==> src/rtl/spi_frame_ctrl.sv <==
// SPI byte-stream framing controller: loads 16-bit samples into the FFT sample RAM
// and streams FFT results back out, one byte per SPI transfer.
module spi_frame_ctrl #(
  parameter int N_SAMPLES = 64,
  parameter int AW        = $clog2(N_SAMPLES)
) (
  input  logic          clk,
  input  logic          reset,
  input  logic          slave_sel,
  input  logic          send_complete,
  input  logic [7:0]    rx_byte,
  output logic          new_byte,
  output logic [7:0]    tx_byte,
  output logic          samp_we,
  output logic [AW-1:0] samp_addr,
  output logic [15:0]   samp_data,
  output logic          frame_loaded,
  input  logic          res_valid,
  output logic [AW-1:0] res_addr,
  input  logic [15:0]   res_data,
  output logic          busy
);

  typedef enum logic [2:0] {IDLE, CMD, LOAD, READ, DRAIN} state_t;

  localparam logic [AW-1:0] LAST_IDX  = AW'(N_SAMPLES - 1);
  localparam logic [7:0]    CMD_LOAD  = 8'h01;
  localparam logic [7:0]    CMD_READ  = 8'h02;
  localparam logic [7:0]    TX_NODATA = 8'hEE;

  state_t        state, state_nxt;
  logic [1:0]    ss_sync, sc_sync;
  logic          ss_d, sc_d;
  logic          ss_s, sc_s;
  logic          ss_fall, ss_rise, byte_evt;
  logic          byte_vld;
  logic [7:0]    rx_reg;
  logic [7:0]    msb;
  logic          phase;
  logic [AW-1:0] idx;
  logic [1:0]    rd_cnt;
  logic          loaded_flag;
  logic [7:0]    status;

  assign ss_s     = ss_sync[1];
  assign sc_s     = sc_sync[1];
  assign ss_fall  = ss_d & ~ss_s;
  assign ss_rise  = ~ss_d & ss_s;
  assign byte_evt = sc_s & ~sc_d & ~new_byte;
  assign busy     = (state != IDLE);
  assign status   = {6'b0, res_valid, loaded_flag};

  // Synchronizers, byte capture and the new_byte handshake (independent of state).
  always_ff @(posedge clk) begin
    if (reset) begin
      ss_sync  <= 2'b11;
      ss_d     <= 1'b1;
      sc_sync  <= '0;
      sc_d     <= 1'b0;
      new_byte <= 1'b0;
      byte_vld <= 1'b0;
      rx_reg   <= '0;
    end else begin
      ss_sync  <= {ss_sync[0], slave_sel};
      ss_d     <= ss_s;
      sc_sync  <= {sc_sync[0], send_complete};
      sc_d     <= sc_s;
      byte_vld <= byte_evt;
      if (byte_evt) begin
        rx_reg   <= rx_byte;
        new_byte <= 1'b1;
      end else if (new_byte && !sc_s) begin
        new_byte <= 1'b0;
      end
    end
  end

  always_ff @(posedge clk) begin
    if (reset) state <= IDLE;
    else       state <= state_nxt;
  end

  // Bytes are acted on one cycle after capture, so a select fall coinciding with
  // a byte event has already moved the FSM into CMD when that byte is decoded.
  always_comb begin
    state_nxt = state;
    if (ss_rise) begin
      state_nxt = IDLE;
    end else begin
      case (state)
        IDLE: if (ss_fall) state_nxt = CMD;
        CMD: begin
          if (byte_vld) begin
            if (rx_reg == CMD_LOAD)      state_nxt = LOAD;
            else if (rx_reg == CMD_READ) state_nxt = res_valid ? READ : DRAIN;
            else                         state_nxt = DRAIN;
          end
        end
        LOAD: if (byte_vld && phase && idx == LAST_IDX) state_nxt = DRAIN;
        default: state_nxt = state;
      endcase
    end
  end

  always_ff @(posedge clk) begin
    if (reset) begin
      tx_byte      <= '0;
      samp_we      <= 1'b0;
      samp_addr    <= '0;
      samp_data    <= '0;
      frame_loaded <= 1'b0;
      res_addr     <= '0;
      loaded_flag  <= 1'b0;
      idx          <= '0;
      phase        <= 1'b0;
      msb          <= '0;
      rd_cnt       <= '0;
    end else begin
      samp_we      <= 1'b0;
      frame_loaded <= 1'b0;
      if (frame_loaded) loaded_flag <= 1'b1;
      if (rd_cnt != '0) rd_cnt <= rd_cnt - 2'd1;
      // rd_cnt==1: res_addr has been stable long enough for res_data to follow it
      if (state == READ && rd_cnt == 2'd1) tx_byte <= res_data[15:8];
      if (state == IDLE || state == CMD)   tx_byte <= status;

      if (ss_rise) begin
        idx      <= '0;
        res_addr <= '0;
        phase    <= 1'b0;
        rd_cnt   <= '0;
      end else if (byte_vld) begin
        case (state)
          CMD: begin
            phase <= 1'b0;
            if (rx_reg == CMD_LOAD) begin
              loaded_flag <= 1'b0;
              idx         <= '0;
            end else if (rx_reg == CMD_READ) begin
              res_addr <= '0;
              if (res_valid) rd_cnt  <= 2'd2;
              else           tx_byte <= TX_NODATA;
            end
          end
          LOAD: begin
            if (!phase) begin
              msb   <= rx_reg;
              phase <= 1'b1;
            end else begin
              samp_we   <= 1'b1;
              samp_data <= {msb, rx_reg};
              samp_addr <= idx;
              idx       <= idx + AW'(1);
              phase     <= 1'b0;
              if (idx == LAST_IDX) frame_loaded <= 1'b1;
            end
          end
          READ: begin
            if (rd_cnt == '0) begin
              if (!phase) begin
                tx_byte <= res_data[7:0];
                phase   <= 1'b1;
              end else begin
                res_addr <= res_addr + AW'(1);
                phase    <= 1'b0;
                rd_cnt   <= 2'd2;
              end
            end
          end
          default: ;
        endcase
      end
    end
  end

endmodule

==> config.mk <==
export PLATFORM = sky130hd
export DESIGN_NAME = spi_frame_ctrl
export DESIGN_NICKNAME = d
export VERILOG_FILES = /design/src/rtl/spi_frame_ctrl.sv
export SDC_FILE = /design/constraint.sdc
export NUM_CORES = 1
export LEC_CHECK = 0
export CAP_MARGIN = 40
export CORE_ASPECT_RATIO = 0.6
export CORE_UTILIZATION = 50
export DETAILED_ROUTE_END_ITERATION = 10
export GPL_TIMING_DRIVEN = 0
export PLACE_DENSITY = 0.79
export SLEW_MARGIN = 0
export SYNTH_ARGS = -nofsm -noshare
export SYNTH_HDL_FRONTEND = slang
export SYNTH_SLANG_ARGS = --single-unit
==> constraint.sdc <==
create_clock -name clk -period 2 [get_ports clk]
set_input_delay 0.3 -clock clk [delete_from_list [all_inputs] [get_ports clk]]
set_output_delay 0.3 -clock clk [all_outputs]
set_load 0.03 [all_outputs]
==> impl_metrics.py, run 1 <==
metrics = {
    "run_status": {
        "outcome": "completed",
    },
    "synth": {
        "syn_inst": 367,
        "synthAdderAreaFrac": 0.007749,
        "yosysSeqAreaShare": 0.4649,
        "synth_most_common_cell": "dfxtp_1",
        "synthArstFlopShare": 0,
        "synthMuxAreaShare": 0.08253,
        "synth_edf_count": 0,
        "synth_common_cells": "75 x dfxtp_1, 54 x nand2_1, 46 x nor2_1",
        "synth-simple-area-share": 0.2441,
        "synth_compound_area_frac": 0.1550,
        "synthesis.area_sq_mm": 0.003229,
        "yosysWarningCount": 0,
        "synth_xor_area_frac": 0.01085,
        "synth_nets": 398,
        "syn_avg_cell_area_sq_um": 8.799,
        "yosys-top-cells-area": "dfxtp_1 46%, mux2i_1 6.5%, nand2_1 6.3%, nor2_1 5.3%, a21oi_1 5.1%",
        "synth_top_family_by_area": "simple AND/OR/NAND/NOR gates",
        "yosys.area.top_type": "dfxtp_1",
        "synth_flop_cell": "dfxtp_1",
        "synth_top_area_frac": 0.4649,
        "synth_cell_type_count": 57,
        "ys_ff_latch": 75,
    },
    "timing": {
        "hold_viol_final": 0,
        "finalCriticalPeriod_ps": 1931,
        "timing.setup.tns_ps": 0,
        "report.final.slew_viol_count": 0,
        "setup_viol": 0,
        "post-route-period-util": 0.9657,
        "finalClockSkew_ps": 5.811,
        "timing.fmax_ghz": 0.5177,
        "hold_slack_ps": 430.2,
        "tightest_slew_ps": 645.4,
        "grt_setup_unrepaired": "no",
        "slew_headroom": 0.5697,
    },
    "finish": {
        "fill_cells": 509,
        "design_area_sq_mm": 0.004329,
        "seq_area_sq_mm": 0.001504,
        "top_register": "samp_data",
        "final_util": 0.7021,
        "antenna_cells": 0,
        "drive_above_1_share": 0.1189,
        "largest_register_ff_count": 16,
        "area_growth_syn_to_layout_pct": 34.06,
        "multi_input_area_sq_mm": 0.001643,
        "nNetsFinal": 480,
    },
    "routing": {
        "finalWirelength_um": 8232,
        "vias": 3021,
        "antenna_left": 0,
        "viasPerCell": 5.615,
        "drt_iter0_markers": 286,
        "post-route-drc-count": 0,
        "wl_per_cell_um": 15.30,
        "drtPass1Iterations": 5,
    },
    "power": {
        "peakVddDrop_v": 0.0005873,
        "power_switching_w": 0.0007062,
        "swShare": 0.2217,
        "clkPwrFrac": 0.452,
        "power_frac_seq": 0.480,
        "power_density_mw_per_mm2": 735.6,
        "intPower_w": 0.002478,
        "p_leak_nw": 1.600,
        "p_comb_frac": 0.068,
    },
    "grt": {
        "track_usage": 0.2609,
        "antenna_found_initial": 0,
        "grt_pass1_vias": 2792,
        "grtUsageMet1": 0.3771,
        "gr-usage-met2": 0.3750,
        "grt_busiest_layer": "met1",
        "grtUsageMet3": 0.07245,
        "grt_max_degree": 14,
        "globalRouteOverflowTotal": 0,
        "grt_pass1_wl_um": 13730,
    },
    "cts": {
        "htreeDepth": 3,
        "clock_sinks": 75,
        "cts.hold.buffers_added": 0,
        "cts_made_buffers": 9,
        "cts-root-buf": "clkbuf_8",
        "clk_pin_slew_ps": 80,
        "cts_buffer_depth": 2,
        "clk_latency_ps": 350,
        "cts_tree": "done",
    },
    "setup_path": {
        "crit_buf_inv": 2,
        "cp-end-kind": "primary output",
        "slowest_stage": "dfxtp_2",
        "cp.required_ps": 1700,
        "start_kind": "register",
        "crit_chain": "clkbuf_2 > or3_1 > clkdlybuf4s15_1",
        "startpoint": "state[1]",
        "r2r_start": "rx_reg[2]",
        "worstPathMaxFanout": 10,
        "cp_top_family": "buffers and inverters",
        "critPathKind": "register to primary output",
        "critPathMaxStageDelay_ps": 390,
        "worstPathArrival_ps": 1630,
    },
    "hold_path": {
        "timing.hold.worst.start": "ss_sync[0]",
        "hold_path_class": "register to register",
    },
    "die": {
        "rows": 22,
        "die_h_um": 64.25,
        "dieArea_sq_mm": 0.006794,
        "ios": 69,
        "die_x_um": 105.8,
        "start_util": 0.5237,
        "coreArea_sq_mm": 0.006166,
    },
    "placement": {
        "gp_congestion": 0.8970,
        "dp_hpwl_um": 5907,
        "numPortBuffers": 68,
        "place_area_sq_mm": 0.004015,
    },
    "job": {
        "cap_violations": 0,
    },
}
[power by group through the flow]
stage	clock [W]	sequential [W]	combinational [W]
CTS	0.00145	0.00153	0.000203
floorplan	0	0.00156	0.0000973
finish	0.00144	0.00153	0.000216
global placement	0	0.00156	0.000198
detailed placement	0	0.00156	0.000200
global route	0.00154	0.00153	0.000232
[stage by stage]
| step | total power (W) | worst slack (ps) | instances |
|---|---|---|---|
| 5_1_grt | 0.003299 | 4.729 | 538 |
| 4_1_cts | 0.003181 | 13.28 | 535 |
| 2_1_floorplan | 0.001659 | 320.0 | 367 |
| 3_5_place_dp | 0.001762 | -36.87 | 519 |
| 6_report | 0.003185 | 68.55 | 538 |
| 3_3_place_gp | 0.001759 | -27.38 | 519 |
[cell type report]
cell class	instances	share of cell area
Buffer	19	0.02168
Sequential cell	75	0.3474
Clock inverter	6	0.02601
Tap cell	84	0.02428
Timing Repair Buffer	72	0.1642
Multi-Input combinational cell	266	0.3795
Clock buffer	10	0.03179
Inverter	6	0.005202
[cell families after synthesis]
logic type | Yosys count
AND/OR/NAND/NOR | 155
AO/OA/AOI/OAI | 79
flip-flops | 75
buffers and inverters | 26
multiplexers | 26
XOR/XNOR | 4
adder cells (fa/ha/maj) | 2
[what timing repair did]
item	CTS	global route
pin swaps	0	1
setup endpoints to repair	24	35
hold endpoints to repair	0	0
resized for setup	6	13
setup buffers	0	4
[placed cells by master (no fill, tap or decap), types with 3 or more instances in the layout]
| cell | Yosys | layout |
|---|---|---|
| clkbuf_8 | 0 | 10 |
| clkdlybuf4s50_1 | 0 | 67 |
| nand2b_1 | 4 | 4 |
| dfxtp_1 | 75 | 73 |
| mux2i_1 | 21 | 21 |
| nor3b_1 | 4 | 4 |
| o22ai_1 | 4 | 4 |
| a21oi_1 | 33 | 33 |
| buf_4 | 0 | 4 |
| nor2_1 | 46 | 46 |
| xor2_1 | 4 | 4 |
| mux2_2 | 5 | 5 |
| and3_1 | 7 | 7 |
| clkbuf_1 | 14 | 7 |
| or2_2 | 4 | 4 |
| clkbuf_2 | 0 | 6 |
| nand3_1 | 5 | 5 |
| a32o_1 | 5 | 5 |
| nor2b_1 | 7 | 5 |
| inv_1 | 6 | 6 |
| o21ai_0 | 15 | 14 |
| buf_2 | 3 | 3 |
| bufinv_16 | 0 | 3 |
| a22oi_1 | 6 | 6 |
| or3_1 | 3 | 3 |
| nand2_1 | 54 | 54 |
[per-layer routing]
layer | share of wire | routed length (um)
met5 | 0 | 0
met3 | 0.083 | 681
met1 | 0.49 | 4037
met2 | 0.41 | 3407
met4 | 0.013 | 106
[worst paths after layout]
path / end / slack, ps / depth (start not counted)
min: ss_sync[1] / 430 / 1
max: busy / 70 / 3
min reg2reg: ss_sync[1] / 430 / 1
max reg2reg: tx_byte[4] / 130 / 5
Note: power is estimated with default switching activity, not from simulation.
==> run 2: changes to the inputs <==
--- a/config.mk
+++ b/config.mk
@@ -9,7 +9,7 @@
 export CORE_ASPECT_RATIO = 0.6
 export CORE_UTILIZATION = 50
 export DETAILED_ROUTE_END_ITERATION = 10
-export GPL_TIMING_DRIVEN = 0
+export MAX_ROUTING_LAYER = met4
 export PLACE_DENSITY = 0.79
 export SLEW_MARGIN = 0
 export SYNTH_ARGS = -nofsm -noshare
==> impl_metrics.py, run 2 (synthesis gave the netlist of run 1 again) <==
metrics = {
    "grt": {
        "antenna_found_initial": 0,
        "globalRouteOverflowTotal": 0,
        "track_usage": 0.2681,
        "grt_pass1_wl_um": 13700,
        "grt_pass1_vias": 2748,
        "grt_max_degree": 47,
    },
    "routing": {
        "post-route-drc-count": 0,
        "viasPerCell": 5.451,
        "finalWirelength_um": 8065,
        "drtPass1Iterations": 5,
        "drt_iter0_markers": 211,
        "wl_per_cell_um": 15.16,
        "antenna_left": 0,
        "vias": 2900,
    },
    "timing": {
        "finalClockSkew_ps": 10.12,
        "timing.fmax_ghz": 0.5288,
        "report.final.slew_viol_count": 0,
        "finalCriticalPeriod_ps": 1891,
        "post-route-period-util": 0.9455,
        "setup_viol": 0,
        "grt_setup_unrepaired": "no",
        "tightest_slew_ps": 788.3,
        "setup_slack_ps": 109.0,
        "hold_viol_final": 0,
        "timing.setup.tns_ps": 0,
        "slew_headroom": 0.4725,
    },
    "finish": {
        "antenna_cells": 0,
        "multi_input_area_sq_mm": 0.001615,
        "top_register": "samp_data",
        "drive_above_1_share": 0.1228,
        "final_common_cell": "dfxtp_1",
        "area_growth_syn_to_layout_pct": 32.70,
        "largest_register_ff_count": 16,
        "fill_cells": 519,
        "seq_area_sq_mm": 0.001503,
        "layout_common_cells": "74 x dfxtp_1, 66 x clkdlybuf4s50_1, 54 x nand2_1",
        "nNetsFinal": 474,
    },
    "cts": {
        "clk_latency_ps": 350,
        "htreeDepth": 3,
        "cts_buffer_depth": 2,
        "clock_sinks": 75,
        "clk_pin_slew_ps": 80,
        "cts-root-buf": "clkbuf_8",
        "cts_tree": "done",
        "post-cts-setup-buffers": 0,
        "cts_made_buffers": 9,
    },
    "placement": {
        "post-place-ws_ps": 141.3,
        "dp_hpwl_um": 5827,
        "gp_congestion": 1.005,
        "numPortBuffers": 68,
    },
    "power": {
        "peakVddDrop_v": 0.0004387,
        "power_density_mw_per_mm2": 710.0,
        "power_frac_seq": 0.502,
        "clkPwrFrac": 0.430,
        "intPower_w": 0.002348,
        "p_comb_frac": 0.067,
        "swShare": 0.2283,
        "power_switching_w": 0.0006946,
        "p_leak_nw": 1.598,
    },
    "setup_path": {
        "crit_buf_inv": 0,
        "cp-end-kind": "register",
        "critPathKind": "register to register",
        "critPathMaxStageDelay_ps": 530,
        "slowest_stage": "dfxtp_1",
        "worstPathMaxFanout": 12,
        "start_kind": "register",
        "startpoint": "state[0]",
        "crit_chain": "and3b_2 > and3_4 > mux2_2 > a22oi_1 > a21oi_1",
        "cp.required_ps": 2230,
        "worstPathArrival_ps": 2120,
        "cp_top_family": "simple AND/OR/NAND/NOR gates",
        "r2r_start": "state[0]",
    },
    "die": {
        "die_h_um": 64.25,
        "rows": 22,
        "coreArea_sq_mm": 0.006166,
        "start_util": 0.5237,
        "die_x_um": 105.8,
        "dieArea_sq_mm": 0.006794,
        "ios": 69,
    },
    "run_status": {
        "outcome": "completed",
    },
    "job": {
        "cap_violations": 0,
    },
    "hold_path": {
        "hold_path_class": "input port to register",
        "timing.hold.worst.start": "reset",
    },
}
==> run 2: cell types whose count changed in the layout (fill, tap and decap cells not counted), sizes merged <==
cell           change
dlygate4sd2        +1
clkdlybuf4s15      -1
inv                +1
bufinv             -1
buf                +8
clkdlybuf4s50      -1
clkbuf            -13
==> run 2: worst paths after layout <==
path	slack (ps)	depth (start not counted)	endpoint
setup / recovery	110	5	tx_byte[7]
hold / removal	300	2	tx_byte[0]
setup reg to reg	110	5	tx_byte[7]
hold reg to reg	430	1	ss_sync[1]
==> run 2: cell type report <==
type | count | area share
clock inverter | 6 | 0.02044
timing repair buffer | 85 | 0.1901
multi-input combinational | 266 | 0.3769
inverter | 6 | 0.005255
sequential | 75 | 0.3507
tap | 84 | 0.02453
clock buffer | 10 | 0.03212
==> run 2: routing by layer <==
| metal | vias to the layer above | global-route usage | wire length (um) |
|---|---|---|---|
| li1 | 1444 | - | - |
| met5 | - | - | 0 |
| met2 | 117 | 0.3668 | 3202 |
| met3 | 6 | 0.08878 | 711 |
| met4 | 0 | 0.05729 | 65 |
| met1 | 1333 | 0.3801 | 4085 |
==> run 2: power by group through the flow <==
| stage | Clock [W] | Sequential, W | Combinational (W) |
|---|---|---|---|
| after floorplan | 0 | 0.00156 | 0.0000973 |
| after global placement | 0 | 0.00156 | 0.000203 |
| after detailed placement | 0 | 0.00156 | 0.000204 |
| after CTS | 0.00133 | 0.00153 | 0.000203 |
| after global routing | 0.00141 | 0.00153 | 0.000222 |
| final | 0.00131 | 0.00153 | 0.000205 |
==> run 2: metrics by stage <==
step	cell area (sq um)	util	hold WS (ps)	power, W	instances
after floorplan	3229	-	379.7	0.001659	367
after global placement	4060	0.6585	400.6	0.001765	516
after detailed placement	4060	0.6585	418.8	0.001766	516
after CTS	4284	0.6948	285.9	0.003059	532
after global routing	4285	0.6950	299.2	0.003161	532
final	4285	0.6950	304.6	0.003043	532
==> run 2: repair_timing <==
item | 4_1_cts | 5_1_grt
hold buffers | 0 | 0
endpoints found under the setup margin | 1 | 4
gates resized for setup | 1 | 1
